$ cat src/rtl/pw_pkg.sv
// Shared types and constants for the password verifier and its lockout timer.
package pw_pkg;
  localparam int PW_WIDTH   = 16;
  localparam int ADDR_WIDTH = 16;
  localparam logic [PW_WIDTH-1:0] NO_ACCOUNT = 16'h0000;

  typedef enum logic [2:0] {
    IDLE  = 3'd0,
    FETCH = 3'd1,
    WAIT  = 3'd2,
    CMP   = 3'd3,
    LOCK  = 3'd4
  } state_t;
endpackage

$ cat src/rtl/password_verifier_if.sv
// Request/response bundle between a requester (master) and the verifier (slave).
interface password_verifier_if;
  import pw_pkg::*;

  logic                  start;
  logic [ADDR_WIDTH-1:0] user_id;
  logic [PW_WIDTH-1:0]   pass_in;
  logic                  busy;
  logic                  done;
  logic                  grant;
  logic                  deny;
  logic                  locked;
  logic [3:0]            fail_count;

  modport master (
    output start, user_id, pass_in,
    input  busy, done, grant, deny, locked, fail_count
  );

  modport slave (
    input  start, user_id, pass_in,
    output busy, done, grant, deny, locked, fail_count
  );
endinterface

$ cat src/rtl/password_verifier_lockout_timer.sv
// Loadable down-counter: active from load until the cycle it reads zero, when expire pulses.
module lockout_timer #(
  parameter int LOAD_VALUE = 999
) (
  input  logic clk,
  input  logic rst,
  input  logic load,
  output logic active,
  output logic expire
);
  localparam logic [15:0] LOAD_Q = 16'(LOAD_VALUE);

  logic [15:0] count;

  always_ff @(posedge clk) begin
    if (rst) begin
      count  <= '0;
      active <= 1'b0;
    end else if (load) begin
      count  <= LOAD_Q;
      active <= 1'b1;
    end else if (active) begin
      if (count == 16'd0) active <= 1'b0;
      else                count  <= count - 16'd1;
    end
  end

  assign expire = active && (count == 16'd0);
endmodule

$ cat src/rtl/password_verifier.sv
// Looks up a user's stored password in a registered-read ROM, compares it with the
// entry, reports grant/deny and enforces a timed lockout after repeated failures.
module password_verifier
  import pw_pkg::*;
#(
  parameter int ROM_LATENCY    = 1,
  parameter int MAX_TRIES      = 3,
  parameter int LOCKOUT_CYCLES = 1000
) (
  input  logic                  clk,
  input  logic                  rst,
  password_verifier_if.slave    bus,
  output logic [ADDR_WIDTH-1:0] rom_addr,
  input  logic [PW_WIDTH-1:0]   rom_data
);
  localparam logic [1:0] WAIT_LAST = 2'(ROM_LATENCY - 2);
  localparam logic [3:0] MAX_Q     = 4'(MAX_TRIES);

  state_t              state, next_state;
  logic [PW_WIDTH-1:0] pass_q;
  logic [1:0]          wait_cnt;
  logic [3:0]          fail_q;
  logic                done_q, grant_q, deny_q;
  logic                is_none, is_match, hits_max, timer_load, expire, timer_active;

  assign is_none  = (rom_data == NO_ACCOUNT);
  assign is_match = (rom_data == pass_q);
  assign hits_max = ((fail_q + 4'd1) == MAX_Q);

  always_comb begin
    next_state = state;
    timer_load = 1'b0;
    unique case (state)
      IDLE:  if (bus.start) next_state = FETCH;
      FETCH: next_state = (ROM_LATENCY == 1) ? CMP : WAIT;
      WAIT:  if (wait_cnt == WAIT_LAST) next_state = CMP;
      CMP: begin
        if (!is_none && !is_match && hits_max) begin
          next_state = LOCK;
          timer_load = 1'b1;
        end else begin
          next_state = IDLE;
        end
      end
      LOCK:    if (expire) next_state = IDLE;
      default: next_state = IDLE;
    endcase
  end

  always_ff @(posedge clk) begin
    if (rst) begin
      state    <= IDLE;
      rom_addr <= '0;
      pass_q   <= '0;
      wait_cnt <= '0;
      fail_q   <= '0;
      done_q   <= 1'b0;
      grant_q  <= 1'b0;
      deny_q   <= 1'b0;
    end else begin
      state   <= next_state;
      done_q  <= 1'b0;
      grant_q <= 1'b0;
      deny_q  <= 1'b0;
      unique case (state)
        IDLE: begin
          if (bus.start) begin
            rom_addr <= bus.user_id;
            pass_q   <= bus.pass_in;
          end
        end
        FETCH: wait_cnt <= '0;
        WAIT:  wait_cnt <= wait_cnt + 2'd1;
        CMP: begin
          done_q <= 1'b1;
          // Missing account is denied without counting against the user.
          if (is_none) begin
            deny_q <= 1'b1;
          end else if (is_match) begin
            grant_q <= 1'b1;
            fail_q  <= '0;
          end else begin
            deny_q <= 1'b1;
            if (fail_q < MAX_Q) fail_q <= fail_q + 4'd1;
          end
        end
        LOCK: begin
          if (bus.start) begin
            done_q <= 1'b1;
            deny_q <= 1'b1;
          end
          if (expire) fail_q <= '0;
        end
        default: ;
      endcase
    end
  end

  lockout_timer #(
    .LOAD_VALUE(LOCKOUT_CYCLES - 1)
  ) u_lockout_timer (
    .clk    (clk),
    .rst    (rst),
    .load   (timer_load),
    .active (timer_active),
    .expire (expire)
  );

  assign bus.busy       = (state != IDLE);
  assign bus.locked     = (state == LOCK) && timer_active;
  assign bus.done       = done_q;
  assign bus.grant      = grant_q;
  assign bus.deny       = deny_q;
  assign bus.fail_count = fail_q;
endmodule
$ cat src/flat_wrapper.sv
// flat-port wrapper written by rule: the top's interface ports become plain ports
module password_verifier_flat import pw_pkg::*;
#(
  parameter int ROM_LATENCY    = 1,
  parameter int MAX_TRIES      = 3,
  parameter int LOCKOUT_CYCLES = 1000
)
  (clk, rst, rom_addr, rom_data, bus_start, bus_user_id, bus_pass_in, bus_busy, bus_done, bus_grant, bus_deny, bus_locked, bus_fail_count);
  password_verifier_if bus_i ();
  input  logic clk;
  input  logic rst;
  output logic [ADDR_WIDTH-1:0] rom_addr;
  input  logic [PW_WIDTH-1:0] rom_data;
  input wire logic [$bits(bus_i.start)-1:0] bus_start;
  input wire logic [$bits(bus_i.user_id)-1:0] bus_user_id;
  input wire logic [$bits(bus_i.pass_in)-1:0] bus_pass_in;
  output wire logic [$bits(bus_i.busy)-1:0] bus_busy;
  output wire logic [$bits(bus_i.done)-1:0] bus_done;
  output wire logic [$bits(bus_i.grant)-1:0] bus_grant;
  output wire logic [$bits(bus_i.deny)-1:0] bus_deny;
  output wire logic [$bits(bus_i.locked)-1:0] bus_locked;
  output wire logic [$bits(bus_i.fail_count)-1:0] bus_fail_count;
  assign bus_i.start = bus_start;
  assign bus_i.user_id = bus_user_id;
  assign bus_i.pass_in = bus_pass_in;
  assign bus_busy = bus_i.busy;
  assign bus_done = bus_i.done;
  assign bus_grant = bus_i.grant;
  assign bus_deny = bus_i.deny;
  assign bus_locked = bus_i.locked;
  assign bus_fail_count = bus_i.fail_count;
  password_verifier #(.ROM_LATENCY(ROM_LATENCY), .MAX_TRIES(MAX_TRIES), .LOCKOUT_CYCLES(LOCKOUT_CYCLES)) u_core (.clk(clk), .rst(rst), .bus(bus_i), .rom_addr(rom_addr), .rom_data(rom_data));
endmodule
$ cat config.mk
export PLATFORM = sky130hd
export DESIGN_NAME = password_verifier_flat
export DESIGN_NICKNAME = d
export VERILOG_FILES = /design/src/rtl/pw_pkg.sv /design/src/rtl/password_verifier_if.sv /design/src/rtl/password_verifier_lockout_timer.sv /design/src/rtl/password_verifier.sv /design/src/flat_wrapper.sv
export SDC_FILE = /design/constraint.sdc
export NUM_CORES = 1
export LEC_CHECK = 0
export CORE_MARGIN = 5
export CORE_UTILIZATION = 41
export DETAILED_ROUTE_END_ITERATION = 8
export PLACE_DENSITY = 0.78
export SYNTH_ARGS = -nofsm -noshare
export SYNTH_HDL_FRONTEND = slang
export SYNTH_HIERARCHICAL = 1
export SYNTH_SLANG_ARGS = --single-unit
$ cat constraint.sdc
create_clock -name clk -period 3.55 [get_ports clk]
set_input_delay 0.71 -clock clk [delete_from_list [all_inputs] [get_ports clk]]
set_output_delay 0.71 -clock clk [all_outputs]
set_load 0.01 [all_outputs]
==> results_dict.tcl <==
set metrics [dict create \
    drv_slew 0 \
    hold_violations 0 \
    synth_edf_count 0 \
    wl_mm 7.23 \
    synth.top_cell.area_share 0.430 \
    cts_tree "yes" \
    ant_nets 0 \
    n_antenna_cell 0 \
    synth_cell_types 45 \
    first_pass_iters 4 \
    nets 477 \
    initial_core_util 0.421 \
    crit_type "in -> reg" \
    grt_usage 0.166 \
    grt_overflow 0 \
    cts_resized 0 \
    p_per_area_mw_per_mm2 433 \
    wire_per_inst_um 14.3 \
    status "complete, no violations" \
    first_iter_violations 201 \
    path_cells "clkdlybuf4s50_1, xor2_1, nor4_1, nand4_1, and4b_1, or2_2, a21oi_1" \
    io_pins 76 \
    setup_viol 0 \
    synth.most_common_cell "nand2_1" \
    multi_input_comb_area_mm2 0.00150 \
    grt_pass1_vias 2429 \
    postCtsSetupBuffers 0 \
    fillers 584 \
    finalCriticalPeriod_ps 2720 \
    drive_above_1_share 0.0657 \
    grt_pass1_wl_mm 11.5 \
    slew-limit-headroom 0.317 \
    crit_fanout 11 \
    numPortBuffers 75 \
    clockBufferDepth 2 \
    synthCells 352 \
    clock_latency_ps 340 \
    num_rows 30 \
    dp_hpwl_mm 5.15 \
    yosysSeqAreaShare 0.430 \
    synthTopCellsByArea "dfxtp_1 43%, nand2_1 10%, a21oi_1 8.5%, xor2_1 5.2%, nor4_1 3.5%" \
    drt-vias-per-instance 5.41 \
    cp_num_buf_inv 1 \
    clk_pin_slew_ps 70 \
    netlist_area_mm2 0.00284 \
    synth_flop_cell "dfxtp_1" \
    grt_max_degree 54 \
    crit_path_start_kind "input pin" \
    maxCapViolations 0 \
    dieArea_mm2 0.00870 \
    arrival_ps 2990 \
    finClkSkew_ps 7.43 \
    hold_class "reg -> reg" \
    design.core.area_mm2 0.00676 \
    syn_nets 408 \
    die-height_um 93.3 \
    die_x_um 93.3 \
    numCtsBuffers 9 \
    rsz0062_at_grt "false" \
    cts_hold_buf 0 \
    synth_top_area_cell "dfxtp_1" \
    synthArstFlopShare 0 \
    regArea_mm2 0.00122 \
    antenna_found_initial 0 \
    power_mw 1.66 \
    slowest_stage "clkdlybuf4s50_1" \
    final_util 0.569 \
    power_leakage_nw 1.45 \
    syn_avg_cell_area_um2 8.07 \
    drc_errors 0 \
    period_share 0.767 \
    peakVddDrop_uv 189 \
    htree_levels 3 \
    critical-path-top-delay-family "simple AND/OR/NAND/NOR gates" \
    syn_to_final_growth_pct 35.2 \
    ys_ff_latch 61 \
    cts_root_buffer "clkbuf_8" \
    max_stage_delay_ps 440 \
    end_kind "register" \
    gp_congestion 0.872 \
    crit_required_ps 3820 \
    vias 2739 \
    ys_top_cells_by_count "77 x nand2_1, 61 x dfxtp_1, 48 x a21oi_1, 17 x xor2_1, 16 x nor4_1" \
    worst_slew_pin_slew_ps 1020 \
    yosys_warnings 6 \
    clock_sinks 61 \
    max_freq_mhz 367 \
    tns_ps 0 \
]
state kept, by name, indices dropped and copies added, names as in the netlist, 2 cells and up:
name,count
u_core/bus.fail_count,4
u_core/wait_cnt,2
u_core/u_lockout_timer/count,16
u_core/rom_addr,16
u_core/pass_q,16
u_core/state,3
stage by stage:
step	cells	instance area (µm²)	worst slack (ps)	hold slack, ps
6_report	506	3840	828	458
3_3_place_gp	490	3620	631	441
4_1_cts	506	3840	915	462
3_5_place_dp	490	3620	567	449
2_1_floorplan	352	2840	1180	448
5_1_grt	506	3840	712	477
cell type report:
| type | instances | area share |
|---|---|---|
| well taps | 80 | 0.0261 |
| clock inverters | 6 | 0.0225 |
| repair buffers | 78 | 0.200 |
| multi-input cells | 263 | 0.390 |
| inverters | 8 | 0.00782 |
| flip-flops and latches | 61 | 0.318 |
| clock buffers | 10 | 0.0358 |
cell usage in the layout (no fill, tap or decap), types with 2 or more instances in the layout:
cell type         n
nand2_1          77
clkdlybuf4s50_1  74
dfxtp_1          61
a21oi_1          48
xor2_1           17
nor4_1           16
nor3_1           13
clkbuf_8         10
nor2_1           10
inv_1             8
or3_1             8
or4_1             7
o21ai_0           7
a31oi_1           5
ha_1              5
o31ai_1           5
nand4_1           4
nor2b_1           4
o21a_1            4
and2_1            3
a211oi_1          3
nand3_1           3
buf_4             3
and4_1            3
or2_2             3
bufinv_16         2
clkinv_2          2
logic make-up (layout without fill, tap and decap cells):
| logic type | count (synthesis) | after routing | share of synthesized area |
|---|---|---|---|
| AO/OA/AOI/OAI | 80 | 80 | 0.163 |
| XOR/XNOR | 18 | 18 | 0.0555 |
| adder cells (fa/ha/maj) | 5 | 5 | 0.0220 |
| buffers and inverters | 28 | 102 | 0.0432 |
| flip-flops | 61 | 61 | 0.430 |
| multiplexers | 1 | 1 | 0.00352 |
| AND/OR/NAND/NOR | 159 | 159 | 0.283 |
worst register-to-register path, cell delays in order, from the launching register on:
cell and delay (ps):
dfxtp_1 490, nor2b_1 330, nand2_1 120, nor2b_1 210, and4b_1 460, inv_1 200, o2111a_1 170, nor4_1 240
path summary, 6_finish.rpt:
| check | start | end | slack, ps | cells after the start |
|---|---|---|---|---|
| min | u_core/rom_addr[2]$_SDFFE_PP0P_ | u_core/rom_addr[2]$_SDFFE_PP0P_ | 460 | 2 |
| min reg2reg | u_core/rom_addr[2]$_SDFFE_PP0P_ | u_core/rom_addr[2]$_SDFFE_PP0P_ | 460 | 2 |
| max reg2reg | u_core/state[1]$_SDFFE_PP0P_ | u_core/u_lockout_timer/count[1]$_SDFFE_PP0P_ | 1240 | 7 |
| max | rom_data[0] | u_core/u_lockout_timer/count[10]$_SDFFE_PP0P_ | 830 | 7 |
routing by layer:
| layer | GRT usage | part of all wire | up-vias |
|---|---|---|---|
| li1 | - | - | 1381 |
| met1 | 0.217 | 0.47 | 1245 |
| met2 | 0.253 | 0.44 | 105 |
| met3 | 0.0563 | 0.073 | 8 |
| met4 | 0.0623 | 0.012 | 0 |
| met5 | 0 | 0 | - |
power by group:
part	internal, mW	switching (mW)
sequential	0.719	0.0281
combinational	0.122	0.108
clock	0.413	0.274
Power figures use the tool's default switching activity.
